[src/rtl/alu_sequencer.sv]
`default_nettype none
// ============================================================================
// Module   : alu_sequencer
// Brief    : Multi-cycle execute/write-back stage on register-file ports.
//            Single-cycle ALU ops, iterative shift-add MUL, iterative SHL.
// Revision : 1.0
// ============================================================================
module alu_sequencer #(
  parameter int WIDTH = 8
) (
  input  logic             clk,
  input  logic             rst_n,
  input  logic             op_valid,
  output logic             op_ready,
  input  logic [2:0]       op_code,
  input  logic [1:0]       op_dst,
  input  logic [1:0]       op_src,
  input  logic [WIDTH-1:0] dbus,
  input  logic [WIDTH-1:0] sbus,
  output logic [1:0]       dregsel,
  output logic [1:0]       sregsel,
  output logic [WIDTH-1:0] dval,
  output logic             dwrite,
  output logic             done,
  output logic             carry
);

  localparam logic [2:0] c_OP_ADD = 3'b000;
  localparam logic [2:0] c_OP_SUB = 3'b001;
  localparam logic [2:0] c_OP_AND = 3'b010;
  localparam logic [2:0] c_OP_OR  = 3'b011;
  localparam logic [2:0] c_OP_XOR = 3'b100;
  localparam logic [2:0] c_OP_MOV = 3'b101;
  localparam logic [2:0] c_OP_MUL = 3'b110;
  localparam logic [2:0] c_OP_SHL = 3'b111;
  // Counter must hold both WIDTH (MUL) and a 3-bit shift amount (SHL).
  localparam int c_CW = ($clog2(WIDTH + 1) > 3) ? $clog2(WIDTH + 1) : 3;

  typedef enum logic [1:0] {
    S_IDLE  = 2'd0,
    S_READ  = 2'd1,
    S_EXEC  = 2'd2,
    S_WRITE = 2'd3
  } state_t;

  state_t r_state;
  state_t w_state_nxt;

  logic [2:0]         r_op;
  logic [WIDTH-1:0]   r_a;
  logic [WIDTH-1:0]   r_b;
  logic [2*WIDTH-1:0] r_acc;
  logic [2*WIDTH-1:0] r_mcand;
  logic [c_CW-1:0]    r_cnt;
  logic               r_shc;

  logic               r_op_ready;
  logic [1:0]         r_dregsel;
  logic [1:0]         r_sregsel;
  logic [WIDTH-1:0]   r_dval;
  logic               r_dwrite;
  logic               r_done;
  logic               r_carry;

  logic               w_accept;
  logic               w_last;
  logic [WIDTH:0]     w_sum;
  logic [WIDTH:0]     w_diff;
  logic [WIDTH:0]     w_shl;
  logic [2*WIDTH-1:0] w_acc_step;
  logic [WIDTH-1:0]   w_result;
  logic               w_carry;

  assign w_accept = (r_state == S_IDLE) && op_valid;
  // MUL and SHL finish on the step taken while the counter reads 1 (or 0 for SHL by 0).
  assign w_last   = ((r_op != c_OP_MUL) && (r_op != c_OP_SHL)) || (r_cnt <= c_CW'(1));

  always_comb begin
    w_state_nxt = r_state;
    case (r_state)
      S_IDLE:  if (w_accept) w_state_nxt = S_READ;
      S_READ:  w_state_nxt = S_EXEC;
      S_EXEC:  if (w_last) w_state_nxt = S_WRITE;
      S_WRITE: w_state_nxt = S_IDLE;
      default: w_state_nxt = S_IDLE;
    endcase
  end

  always_comb begin
    w_sum      = {1'b0, r_a} + {1'b0, r_b};
    w_diff     = {1'b0, r_a} - {1'b0, r_b};
    w_acc_step = r_b[0] ? (r_acc + r_mcand) : r_acc;
    w_shl      = (r_cnt != '0) ? {r_a, 1'b0} : {r_shc, r_a};
    w_result   = '0;
    w_carry    = 1'b0;
    case (r_op)
      c_OP_ADD: {w_carry, w_result} = w_sum;
      c_OP_SUB: {w_carry, w_result} = w_diff;
      c_OP_AND: w_result = r_a & r_b;
      c_OP_OR:  w_result = r_a | r_b;
      c_OP_XOR: w_result = r_a ^ r_b;
      c_OP_MOV: w_result = r_b;
      c_OP_MUL: begin
        w_result = w_acc_step[WIDTH-1:0];
        w_carry  = |w_acc_step[2*WIDTH-1:WIDTH];
      end
      c_OP_SHL: {w_carry, w_result} = w_shl;
      default: ;
    endcase
  end

  always_ff @(posedge clk or negedge rst_n) begin
    if (!rst_n) begin
      r_state <= S_IDLE;
    end else begin
      r_state <= w_state_nxt;
    end
  end

  always_ff @(posedge clk or negedge rst_n) begin
    if (!rst_n) begin
      r_op       <= '0;
      r_a        <= '0;
      r_b        <= '0;
      r_acc      <= '0;
      r_mcand    <= '0;
      r_cnt      <= '0;
      r_shc      <= 1'b0;
      r_op_ready <= 1'b1;
      r_dregsel  <= '0;
      r_sregsel  <= '0;
      r_dval     <= '0;
      r_dwrite   <= 1'b0;
      r_done     <= 1'b0;
      r_carry    <= 1'b0;
    end else begin
      r_dwrite   <= 1'b0;
      r_done     <= 1'b0;
      r_op_ready <= (w_state_nxt == S_IDLE);
      case (r_state)
        S_IDLE: begin
          if (w_accept) begin
            r_op      <= op_code;
            r_dregsel <= op_dst;
            r_sregsel <= op_src;
          end
        end
        S_READ: begin
          r_a     <= dbus;
          r_b     <= sbus;
          r_acc   <= '0;
          r_mcand <= {{WIDTH{1'b0}}, dbus};
          r_shc   <= 1'b0;
          case (r_op)
            c_OP_MUL: r_cnt <= c_CW'(WIDTH);
            c_OP_SHL: r_cnt <= c_CW'(sbus[2:0]);
            default:  r_cnt <= c_CW'(1);
          endcase
        end
        S_EXEC: begin
          if (w_last) begin
            r_dval   <= w_result;
            r_carry  <= w_carry;
            r_dwrite <= 1'b1;
            r_done   <= 1'b1;
          end else begin
            // Only MUL/SHL iterate; each updates its own operands and ignores the rest.
            r_cnt   <= r_cnt - c_CW'(1);
            r_acc   <= w_acc_step;
            r_mcand <= {r_mcand[2*WIDTH-2:0], 1'b0};
            r_b     <= {1'b0, r_b[WIDTH-1:1]};
            r_a     <= w_shl[WIDTH-1:0];
            r_shc   <= w_shl[WIDTH];
          end
        end
        default: ;
      endcase
    end
  end

  assign op_ready = r_op_ready;
  assign dregsel  = r_dregsel;
  assign sregsel  = r_sregsel;
  assign dval     = r_dval;
  assign dwrite   = r_dwrite;
  assign done     = r_done;
  assign carry    = r_carry;

endmodule
`default_nettype wire

[config.mk]
export PLATFORM = sky130hd
export DESIGN_NAME = alu_sequencer
export DESIGN_NICKNAME = d
export VERILOG_FILES = /design/src/rtl/alu_sequencer.sv
export SDC_FILE = /design/constraint.sdc
export NUM_CORES = 1
export LEC_CHECK = 0
export ABC_AREA = 1
export BUFFER_PORTS_ARGS = -buffer_cell sky130_fd_sc_hd__buf_2
export CORE_UTILIZATION = 40
export CTS_CLUSTER_DIAMETER = 80
export DETAILED_ROUTE_END_ITERATION = 12
export MAX_ROUTING_LAYER = met4
export PLACE_DENSITY_LB_ADDON = 0.2
export SYNTH_ARGS = -nofsm -noshare
export SYNTH_HDL_FRONTEND = slang
export SYNTH_SLANG_ARGS = --single-unit
[constraint.sdc]
create_clock -name clk -period 4.5 [get_ports clk]
set_input_delay 0.675 -clock clk [delete_from_list [all_inputs] [get_ports clk]]
set_output_delay 0.675 -clock clk [all_outputs]
set_load 0.01 [all_outputs]
==> flow_metrics.env <==
export IMPL_cts_tree="done"
export IMPL_endpoint_kind="flip-flop"
export IMPL_final_area_um2=6090
export IMPL_fp_dieH_um=119
export IMPL_fin_ws_ns=1.35
export IMPL_setup_viol_count_final=0
export IMPL_instances_no_fill=979
export IMPL_max_slew_margin_pct=17.4
export IMPL_grt_use_total_pct=23.7
export IMPL_ctsHtreeMaxLevel=3
export IMPL_crit_path_frequent_cell="inv_1"
export IMPL_hold_viol=0
export IMPL_rsz0062_at_grt="false"
export IMPL_cts_sinks=73
export IMPL_seq_area_frac_synth_pct=33.6
export IMPL_dpl_worst_slack_ns=1.41
export IMPL_postCtsResizedCells=0
export IMPL_cts_buffers=9
export IMPL_syn_nets=841
export IMPL_period_share_pct=70.1
export IMPL_ys_warn_count=0
export IMPL_power_total_mw=5.16
export IMPL_r2r_cells=9
export IMPL_syn_instance_count=767
export IMPL_hpwl_um=11700
export IMPL_cp_arrival_ns=3.39
export IMPL_drt_pass1_iter_count=5
export IMPL_worstSetupPathType="flip-flop to flip-flop"
export IMPL_run_status="finished, final reports clean"
export IMPL_grt_max_degree=74
export IMPL_finalClockSkew_ns=0.00803
export IMPL_initial_core_util_pct=41.1
export IMPL_critPathBufInv=3
export IMPL_drive_above_1_share_pct=9.71
export IMPL_post_cts_setup_buffer_count=0
export IMPL_maxSlewViolCount=0
export IMPL_avgSynthCellArea_um2=7.09
export IMPL_via_per_inst=5.25
export IMPL_avgRoutedWirePerCell_um=15.8
export IMPL_worst_pin_slew_ns=1.23
export IMPL_cp_slowest_cell="nand2_2"
export IMPL_num_vias=5141
export IMPL_final_min_clock_period_ns=3.15
export IMPL_area_delta_synth_final_pct=12.0
export IMPL_r2r_end="r_b[4]"
export IMPL_cpPeakStageDelay_ns=0.90
export IMPL_clk_pin_slew_ns=0.06
export IMPL_core_area_um2=13200
export IMPL_r2r_start="r_state[0]"
export IMPL_rrSetupSlack_ns=1.35
export IMPL_grt_pass1_wl_um=25100
export IMPL_clockBufferDepth=2
export IMPL_clockRootBuffer="clkbuf_16"
export IMPL_die_x_um=119
export IMPL_clkLatencyLatePin_ns=0.35
export IMPL_grt_overflow_total=0
export IMPL_utilization_pct=46.0
export IMPL_place_area_um2=5770
export IMPL_maxCapViolCount=0
export IMPL_io_buffers=41
export IMPL_finalWirelength_um=15500
export IMPL_num_antenna_cells=0
export IMPL_fmax_mhz=317
export IMPL_cp_start_kind="flip-flop"
export IMPL_hold_class="input port to async pin"
export IMPL_cp_required_ns=4.74
export IMPL_ios=42
export IMPL_drt_initial_drc_count=312
export IMPL_numPlacedInstances=963
export IMPL_path_cells="inv_1, ha_1, inv_1, nor2_2, nor2_4, inv_4, nand2_2, o211ai_1, o21ai_0"
export IMPL_syn_area_um2=5440
export IMPL_final_nets=872
export IMPL_path_max_fanout=72
export IMPL_tns_ns=0
export IMPL_fp_dieArea_um2=14100
export IMPL_ys_seq_elements=73
export IMPL_hold_slack_ns=0.470
export IMPL_synthDistinctLibCells=40
export IMPL_postRouteAntennaNets=0
export IMPL_leakage_nw=3.11
export IMPL_hold_buffers=0
export IMPL_globalplace_congestion=0.924
export IMPL_antenna_found_initial=0
export IMPL_crit_family="simple AND/OR/NAND/NOR gates"
export IMPL_rows=42
export IMPL_peakVddDrop_uv=368
export IMPL_grt_pass1_vias=4796
export IMPL_drc=0
export IMPL_power_density_nw_per_um2=846
==> metal layers <==
metal	global-route usage, %	vias up	share of wire [%]
li1	-	2569	-
met1	33.7	2385	49
met2	33.0	170	42
met3	5.84	17	7.6
met4	6.72	0	1.3
met5	-	-	0
==> cells in the final DEF (no fill, tap or decap), types with 5 or more instances in the layout <==
cell type | synthesis | layout
a21oi_1 | 33 | 33
buf_2 | 11 | 40
clkbuf_16 | 0 | 9
dfrtp_1 | 72 | 72
ha_1 | 45 | 45
inv_1 | 118 | 118
nand2_1 | 209 | 209
nand3_1 | 39 | 39
nand4_1 | 7 | 7
nor2_1 | 42 | 42
nor3_1 | 6 | 6
o211ai_1 | 10 | 10
o21ai_0 | 78 | 78
o22ai_1 | 28 | 28
xnor2_1 | 5 | 5
xor2_1 | 9 | 9
==> flip-flops by register name, summed over array words and instances, names as in the netlist <==
signal    count
r_b           8
sregsel       2
r_a           8
r_cnt         4
dregsel       2
dval          8
r_acc        16
op_ready      1
carry         1
r_mcand      16
r_shc         1
done          1
r_state       2
r_op          3
==> cell families (layout without fill, tap and decap cells) <==
group           after synthesis  after routing  synth area share (%)
compound gates              164            164                  16.9
xor+xnor                     14             14                  2.25
fa+ha+maj                    48             48                  11.5
buf+inv                     148            184                  10.7
flops                        73             73                  33.6
mux                           4              4                 0.828
simple gates                316            316                  24.3
==> worst register-to-register path, stage by stage (launching register included) <==
cell and delay [ns]:
dfrtp_1 0.37, inv_1 0.10, ha_1 0.22, inv_1 0.59, nor2_2 0.13, nor2_4 0.19, inv_4 0.15, nand2_2 0.91
o211ai_1 0.23, o21ai_0 0.14
==> synthesized netlist by cell type <==
| cell | number | share of area [%] |
|---|---|---|
| fa_1 | 3 | 1.1 |
| xnor2_1 | 5 | 0.80 |
| nor2_2 | 2 | 0.23 |
| ha_1 | 45 | 10 |
| inv_2 | 4 | 0.28 |
| and2_1 | 1 | 0.12 |
| nor3b_1 | 1 | 0.14 |
| dfrtp_1 | 72 | 33 |
| nor2_4 | 1 | 0.21 |
| nor4_1 | 2 | 0.23 |
| o22ai_1 | 28 | 3.2 |
| nand3_1 | 39 | 3.6 |
| o21ai_1 | 3 | 0.28 |
| nand4_1 | 7 | 0.80 |
| a221oi_1 | 3 | 0.48 |
| nand2_1 | 209 | 14 |
| nor3_1 | 6 | 0.55 |
| buf_2 | 11 | 1.0 |
| o21bai_1 | 3 | 0.41 |
| o21ai_0 | 78 | 7.2 |
| dfstp_2 | 1 | 0.48 |
| inv_4 | 1 | 0.12 |
| a31oi_1 | 1 | 0.12 |
| mux2_2 | 4 | 0.83 |
| o221ai_1 | 1 | 0.16 |
| buf_4 | 3 | 0.41 |
| nor3_4 | 1 | 0.30 |
| inv_1 | 118 | 8.1 |
| a32oi_1 | 1 | 0.16 |
| o2111ai_1 | 1 | 0.16 |
| nor3_2 | 3 | 0.55 |
| nor2_1 | 42 | 2.9 |
| clkinv_1 | 2 | 0.14 |
| clkbuf_1 | 9 | 0.62 |
| a31o_2 | 1 | 0.16 |
| nand2_2 | 2 | 0.23 |
| a21oi_1 | 33 | 3.0 |
| o311ai_1 | 1 | 0.16 |
| o211ai_1 | 10 | 1.4 |
| xor2_1 | 9 | 1.4 |
==> how the worst max path moves through the flow <==
stage	cells past startpoint	end	start	slack, ns
final	9	r_b[4]	r_state[0]	1.35
after global routing	9	r_b[6]	r_state[0]	0.97
after CTS	9	r_b[6]	r_state[0]	1.40
after detailed placement	9	r_b[6]	r_state[0]	1.41
after global placement	9	r_b[6]	r_state[0]	1.53
after floorplan	17	carry	r_acc[0]	2.44
==> cell type report <==
class / instances / area (um2)
fill: 1383 / 7150
multi-input combinational: 546 / 3030
sequential: 73 / 1830
inverter: 125 / 472
clock buffer: 10 / 229
timing repair buffer: 43 / 223
tap: 176 / 220
clock inverter: 6 / 91.3
==> power by group <==
| group | switching (mW) | internal (mW) |
|---|---|---|
| logic | 2.11 | 1.04 |
| clock network | 0.303 | 0.489 |
| registers | 0.249 | 0.963 |
| total | 2.66 | 2.49 |
Note: power is estimated with default switching activity, not from simulation.
